--- src/rtl/mycountdowntimer_if.sv ---
// Command and display bundle between the countdown timer and its controller.
// Latency/backpressure are properties of the attached timer; this only groups wires.
interface mycountdowntimer_if;
    logic       load;
    logic [7:0] load_min;
    logic [7:0] load_sec;
    logic       start;
    logic       pause;
    logic [7:0] timerdisplay_min;
    logic [7:0] timerdisplay_sec;
    logic       running;
    logic       done;
    logic       expired;

    modport master (
        output load, load_min, load_sec, start, pause,
        input  timerdisplay_min, timerdisplay_sec, running, done, expired
    );

    modport slave (
        input  load, load_min, load_sec, start, pause,
        output timerdisplay_min, timerdisplay_sec, running, done, expired
    );
endinterface

--- src/rtl/mycountdowntimer.sv ---
// BCD mm:ss countdown timer, one decrement per TICKS_PER_SEC cycles; commands take effect 1 cycle
// after the sampling edge, all outputs registered; no backpressure, commands are single-cycle pulses.
module mycountdowntimer #(
    parameter int TICKS_PER_SEC = 50000000
) (
    input  logic                CLOCK_50,
    input  logic                myreset_n,
    mycountdowntimer_if.slave   tmr
);
    localparam int PW = (TICKS_PER_SEC > 2) ? $clog2(TICKS_PER_SEC) : 1;
    localparam logic [PW-1:0] LAST_TICK = PW'(TICKS_PER_SEC - 1);

    typedef enum logic [1:0] {
        S_IDLE   = 2'd0,
        S_RUN    = 2'd1,
        S_PAUSED = 2'd2,
        S_DONE   = 2'd3
    } state_t;

    state_t        r_state;
    logic [PW-1:0] r_presc;
    logic [7:0]    r_min;
    logic [7:0]    r_sec;
    logic          r_running;
    logic          r_done;
    logic          r_expired;

    state_t        w_next_state;
    logic [PW-1:0] w_next_presc;
    logic [7:0]    w_next_min;
    logic [7:0]    w_next_sec;
    logic          w_next_expired;

    logic [7:0]    w_ld_min;
    logic [7:0]    w_ld_sec;
    logic [7:0]    w_dec_min;
    logic [7:0]    w_dec_sec;
    logic          w_is_zero;
    logic          w_dec_zero;
    logic          w_last_tick;

    // Out-of-range BCD digits saturate rather than wrap, so a bad load never shows garbage.
    always_comb begin
        w_ld_min[7:4] = (tmr.load_min[7:4] > 4'd9) ? 4'd9 : tmr.load_min[7:4];
        w_ld_min[3:0] = (tmr.load_min[3:0] > 4'd9) ? 4'd9 : tmr.load_min[3:0];
        w_ld_sec[7:4] = (tmr.load_sec[7:4] > 4'd5) ? 4'd5 : tmr.load_sec[7:4];
        w_ld_sec[3:0] = (tmr.load_sec[3:0] > 4'd9) ? 4'd9 : tmr.load_sec[3:0];
    end

    assign w_is_zero   = (r_min == 8'h00) && (r_sec == 8'h00);
    assign w_last_tick = (r_presc == LAST_TICK);

    always_comb begin
        w_dec_min = r_min;
        w_dec_sec = r_sec;
        if (!w_is_zero) begin
            if (r_sec[3:0] != 4'd0) begin
                w_dec_sec[3:0] = r_sec[3:0] - 4'd1;
            end else begin
                w_dec_sec[3:0] = 4'd9;
                if (r_sec[7:4] != 4'd0) begin
                    w_dec_sec[7:4] = r_sec[7:4] - 4'd1;
                end else begin
                    w_dec_sec[7:4] = 4'd5;
                    if (r_min[3:0] != 4'd0) begin
                        w_dec_min[3:0] = r_min[3:0] - 4'd1;
                    end else begin
                        w_dec_min[3:0] = 4'd9;
                        w_dec_min[7:4] = r_min[7:4] - 4'd1;
                    end
                end
            end
        end
    end

    assign w_dec_zero = (w_dec_min == 8'h00) && (w_dec_sec == 8'h00);

    always_comb begin
        w_next_state   = r_state;
        w_next_presc   = r_presc;
        w_next_min     = r_min;
        w_next_sec     = r_sec;
        w_next_expired = 1'b0;

        if (tmr.load) begin
            w_next_state = S_IDLE;
            w_next_presc = '0;
            w_next_min   = w_ld_min;
            w_next_sec   = w_ld_sec;
        end else begin
            unique case (r_state)
                S_IDLE: begin
                    if (tmr.start && !w_is_zero) begin
                        w_next_state = S_RUN;
                        w_next_presc = '0;
                    end
                end
                S_RUN: begin
                    // A pause on the last tick freezes the prescaler there, so the
                    // decrement lands on the first cycle after resuming.
                    if (tmr.pause) begin
                        w_next_state = S_PAUSED;
                    end else if (w_last_tick) begin
                        w_next_presc = '0;
                        w_next_min   = w_dec_min;
                        w_next_sec   = w_dec_sec;
                        if (w_dec_zero) begin
                            w_next_state   = S_DONE;
                            w_next_expired = 1'b1;
                        end
                    end else begin
                        w_next_presc = r_presc + PW'(1);
                    end
                end
                S_PAUSED: begin
                    if (tmr.start && !tmr.pause) begin
                        w_next_state = S_RUN;
                    end
                end
                S_DONE: begin
                    w_next_state = S_DONE;
                end
                default: begin
                    w_next_state = S_IDLE;
                end
            endcase
        end
    end

    always_ff @(posedge CLOCK_50 or negedge myreset_n) begin
        if (!myreset_n) begin
            r_state   <= S_IDLE;
            r_presc   <= '0;
            r_min     <= 8'h00;
            r_sec     <= 8'h00;
            r_running <= 1'b0;
            r_done    <= 1'b0;
            r_expired <= 1'b0;
        end else begin
            r_state   <= w_next_state;
            r_presc   <= w_next_presc;
            r_min     <= w_next_min;
            r_sec     <= w_next_sec;
            r_running <= (w_next_state == S_RUN);
            r_done    <= (w_next_state == S_DONE);
            r_expired <= w_next_expired;
        end
    end

    assign tmr.timerdisplay_min = r_min;
    assign tmr.timerdisplay_sec = r_sec;
    assign tmr.running          = r_running;
    assign tmr.done             = r_done;
    assign tmr.expired          = r_expired;

endmodule

--- src/flat_wrapper.sv ---
// flat-port wrapper written by rule: the top's interface ports become plain ports
module mycountdowntimer_flat 
#(
    parameter int TICKS_PER_SEC = 50000000
)
  (CLOCK_50, myreset_n, tmr_load, tmr_load_min, tmr_load_sec, tmr_start, tmr_pause, tmr_timerdisplay_min, tmr_timerdisplay_sec, tmr_running, tmr_done, tmr_expired);
  mycountdowntimer_if tmr_i ();
  input  logic CLOCK_50;
  input  logic myreset_n;
  input wire logic [$bits(tmr_i.load)-1:0] tmr_load;
  input wire logic [$bits(tmr_i.load_min)-1:0] tmr_load_min;
  input wire logic [$bits(tmr_i.load_sec)-1:0] tmr_load_sec;
  input wire logic [$bits(tmr_i.start)-1:0] tmr_start;
  input wire logic [$bits(tmr_i.pause)-1:0] tmr_pause;
  output wire logic [$bits(tmr_i.timerdisplay_min)-1:0] tmr_timerdisplay_min;
  output wire logic [$bits(tmr_i.timerdisplay_sec)-1:0] tmr_timerdisplay_sec;
  output wire logic [$bits(tmr_i.running)-1:0] tmr_running;
  output wire logic [$bits(tmr_i.done)-1:0] tmr_done;
  output wire logic [$bits(tmr_i.expired)-1:0] tmr_expired;
  assign tmr_i.load = tmr_load;
  assign tmr_i.load_min = tmr_load_min;
  assign tmr_i.load_sec = tmr_load_sec;
  assign tmr_i.start = tmr_start;
  assign tmr_i.pause = tmr_pause;
  assign tmr_timerdisplay_min = tmr_i.timerdisplay_min;
  assign tmr_timerdisplay_sec = tmr_i.timerdisplay_sec;
  assign tmr_running = tmr_i.running;
  assign tmr_done = tmr_i.done;
  assign tmr_expired = tmr_i.expired;
  mycountdowntimer #(.TICKS_PER_SEC(TICKS_PER_SEC)) u_core (.CLOCK_50(CLOCK_50), .myreset_n(myreset_n), .tmr(tmr_i));
endmodule
--- config.mk ---
export PLATFORM = sky130hd
export DESIGN_NAME = mycountdowntimer_flat
export DESIGN_NICKNAME = d
export VERILOG_FILES = /design/src/rtl/mycountdowntimer_if.sv /design/src/rtl/mycountdowntimer.sv /design/src/flat_wrapper.sv
export SDC_FILE = /design/constraint.sdc
export NUM_CORES = 1
export LEC_CHECK = 0
export ABC_AREA = 1
export ABC_CLOCK_PERIOD_IN_PS = 1900
export CORE_MARGIN = 5
export CORE_UTILIZATION = 42
export CTS_CLUSTER_SIZE = 30
export DETAILED_ROUTE_END_ITERATION = 10
export HOLD_SLACK_MARGIN = 0.1
export PLACE_DENSITY = 0.72
export SLEW_MARGIN = 30
export SYNTH_ARGS = -nofsm -noshare
export SYNTH_HDL_FRONTEND = slang
export SYNTH_SLANG_ARGS = --single-unit
--- constraint.sdc ---
create_clock -name CLOCK_50 -period 1.9 [get_ports CLOCK_50]
set_clock_uncertainty 0.15 [all_clocks]
set_input_delay 0.38 -clock CLOCK_50 [delete_from_list [all_inputs] [get_ports CLOCK_50]]
set_output_delay 0.38 -clock CLOCK_50 [all_outputs]
set_load 0.005 [all_outputs]
==> impl_metrics.env <==
export IMPL_clk_path_buf_depth=2
export IMPL_max_cap_violations=0
export IMPL_hold_class="in2async"
export IMPL_hpwl_um=7270
export IMPL_drive_above_1_share=0.326
export IMPL_fillers=643
export IMPL_leakage_nw=2.43
export IMPL_worst_skew_pair_late_latency_ps=310
export IMPL_syn_cell_area_um2=3300
export IMPL_critPathLaunch="u_core.tmr.timerdisplay_sec[7]$_DFFE_PN0P_"
export IMPL_ant_nets=0
export IMPL_seqCellArea_um2=1180
export IMPL_grt_max_degree=31
export IMPL_tightestPinTransition_ps=425
export IMPL_synth_top_area_frac=0.356
export IMPL_cp_data_required_time_ps=1960
export IMPL_layout_worst_path_cycle_share=1.07
export IMPL_fmax_mhz=490
export IMPL_status="finished with violations"
export IMPL_failed_checks="negative setup slack"
export IMPL_die_w_um=98.6
export IMPL_synth_seq_area_share=0.356
export IMPL_vdd_drop_max_v=0.000413
export IMPL_reg2reg_depth=14
export IMPL_synth_cell_types=39
export IMPL_drtIter0Drc=232
export IMPL_grt_pass1_vias=3731
export IMPL_core_um2=7690
export IMPL_nets=639
export IMPL_cts_sinks=47
export IMPL_worstPathArrival_ps=2100
export IMPL_synth_top_cell_by_area="dfrtp_1"
export IMPL_criticalPathCategory="reg2reg"
export IMPL_n_antenna_cell=0
export IMPL_grt_overflow=0
export IMPL_ios=40
export IMPL_start_util=0.429
export IMPL_tns_ps=-1920
export IMPL_postLayoutCoreUtil=0.651
export IMPL_numCtsBuffers=5
export IMPL_powerDensity_nw_per_um2=596
export IMPL_die_h_um=98.6
export IMPL_fin_crit_ps=2040
export IMPL_netlist_instances=468
export IMPL_yosys_warnings=0
export IMPL_p_total_mw=2.99
export IMPL_hold_viol_final=0
export IMPL_die_area_um2=9730
export IMPL_ctsRootBufferMaster="clkbuf_8"
export IMPL_crit_fanout=7
export IMPL_critPathCaptureType="flop"
export IMPL_dr_pass1_iters=5
export IMPL_drt_wl_total_um=10300
export IMPL_ctsHtreeMaxLevel=2
export IMPL_routed_via_density=5.16
export IMPL_route_vias_total=3706
export IMPL_fin_ws_ps=-142
export IMPL_syn_nets=492
export IMPL_syn_mean_instance_area_um2=7.05
export IMPL_antenna_found_initial=0
export IMPL_synth_area_top_cells="dfrtp_1 (36%), nand2_1 (11%), inv_1 (6.8%), nor2_1 (6.8%), o21ai_0 (4.6%)"
export IMPL_rr_endpoint="u_core.r_state[1]$_DFF_PN0_"
export IMPL_setup_viol=36
export IMPL_syn2layout_area_growth_pct=51.8
export IMPL_rows=32
export IMPL_grt_pass1_wl_um=17000
export IMPL_rsz0062_at_grt="yes"
export IMPL_rrSetupSlack_ps=-140
export IMPL_cp_start_kind="flop"
export IMPL_r2r_start="u_core.tmr.timerdisplay_sec[7]$_DFFE_PN0P_"
export IMPL_synth_seq_cells=47
export IMPL_finish_instance_area_um2=5010
export IMPL_wire_per_inst_um=14.4
export IMPL_multi_input_area_um2=2030
export IMPL_hold_slack_ps=383
export IMPL_clkSlewWorstSetupHoldPaths_ps=100
export IMPL_cts_tree="built"
export IMPL_drv_slew=0
export IMPL_gp_congestion=0.915
export IMPL_grt_usage=0.210
export IMPL_drcViolationCount=0
export IMPL_io_buffer_count=39
export IMPL_dpl_cell_area_um2=4450
export IMPL_relSlewSlack=0.717
==> kinds of logic (layout without fill, tap and decap cells) <==
family,count (synthesis),count (layout),synth area share
fa+ha+maj,3,3,0.0114
xor+xnor,11,11,0.0292
simple gates,251,253,0.369
buf+inv,76,222,0.0994
flops,47,47,0.356
compound gates,80,80,0.135
==> stage by stage <==
stage,instances,setup WS [ps]
floorplan,468,17.7
global placement,692,-171
detailed placement,692,-206
CTS,710,-79.8
global route,718,-253
finish,718,-142
==> cells in the final DEF (no fill, tap or decap), drive strengths merged, types with 2 or more instances in the layout <==
| cell | instances |
|---|---|
| ha | 3 |
| o311ai | 2 |
| dlymetal6s2s | 10 |
| nand3 | 27 |
| nor4 | 3 |
| a31oi | 5 |
| a21oi | 28 |
| nor2 | 76 |
| nand4 | 17 |
| buf | 110 |
| nand2 | 113 |
| clkbuf | 6 |
| o21ai | 36 |
| clkdlybuf4s50 | 27 |
| a22oi | 4 |
| dfrtp | 47 |
| xor2 | 11 |
| o21a | 2 |
| nor3 | 13 |
| inv | 64 |
==> synthesized netlist by cell type <==
cell       count
o2111ai_1      1
nor2_8         1
nor2_2        10
nor2_1        60
buf_6          4
nand2_4        5
a31oi_1        5
nor2_4         5
o21ai_1        5
o31ai_1        1
nor3_1        13
o21a_1         2
or2_1          1
nand4_4        1
nor4_1         2
o311ai_0       2
clkbuf_1       3
ha_1           3
nand2_1       98
o21ai_2        1
and2_1         1
o21ai_0       30
nand2_2        8
inv_1         60
inv_2          4
clkinv_1       1
a22oi_1        4
a211oi_1       1
a21oi_1       27
nand4_1       16
buf_2          1
xor2_1        11
nand3_1       27
nor3b_2        1
and3_1         1
nor4_2         1
a21oi_2        1
buf_4          3
dfrtp_1       47
==> state kept, by name (all words and copies together), names as in the netlist <==
signal,count
u_core.r_state,2
u_core.tmr.expired,1
u_core.tmr.timerdisplay_sec,8
u_core.tmr.done,1
u_core.tmr.running,1
u_core.tmr.timerdisplay_min,8
u_core.r_presc,26
==> worst max-delay path by stage <==
stage                     depth (start not counted)  slack [ps]                                         end
final                                            14        -140                 u_core.r_state[1]$_DFF_PN0_
after global routing                             10        -250  u_core.tmr.timerdisplay_min[2]$_DFFE_PN0P_
after CTS                                        13         -80                   u_core.tmr.done$_DFF_PN0_
after detailed placement                          9        -210              u_core.r_presc[16]$_DFFE_PN0P_
after global placement                            7        -170               u_core.r_presc[2]$_DFFE_PN0P_
after floorplan                                  12          20                 u_core.r_state[1]$_DFF_PN0_
==> timing repair <==
item / in CTS / in global routing
hold buffers: 1 / 0
hold endpoints to repair: 17 / 0
pin swaps: 24 / 22
setup endpoints to repair: 46 / 57
buffers inserted: 7 / 8
resized for setup: 48 / 44
gates cloned: 2 / 0
==> final cells by class <==
class,instances,share of cell area
clock buffers,6,0.0165
clock inverters,2,0.00775
inverters,65,0.0505
multi-input cells,347,0.406
flip-flops and latches,47,0.235
well taps,102,0.0255
repair buffers,149,0.259
==> critical path, stage by stage (launching register included) <==
cell     delay (ps)
dfrtp_1         420
nor2_4          180
nand2_4          90
nor2_8          180
buf_4           140
buf_4            90
nand4_1         100
nand2_1         100
nor2_1           60
nand3_1          90
nor2_1           60
nand2_1          80
nand2_2          70
nand2_2          80
inv_1            40
==> routing by layer <==
| layer | vias up | GRT usage | wire [um] |
|---|---|---|---|
| li1 | 1832 | - | - |
| met1 | 1727 | 0.250 | 4220 |
| met2 | 120 | 0.393 | 5370 |
| met3 | 27 | 0.0311 | 493 |
| met4 | 0 | 0.0578 | 230 |
| met5 | - | 0 | 0 |
==> where the power goes <==
group	internal [mW]	switching (mW)
clock network	0.434	0.384
logic	0.503	0.558
registers	1.05	0.0533
total	1.99	0.995
No activity file was read; power rests on OpenSTA's default activity.
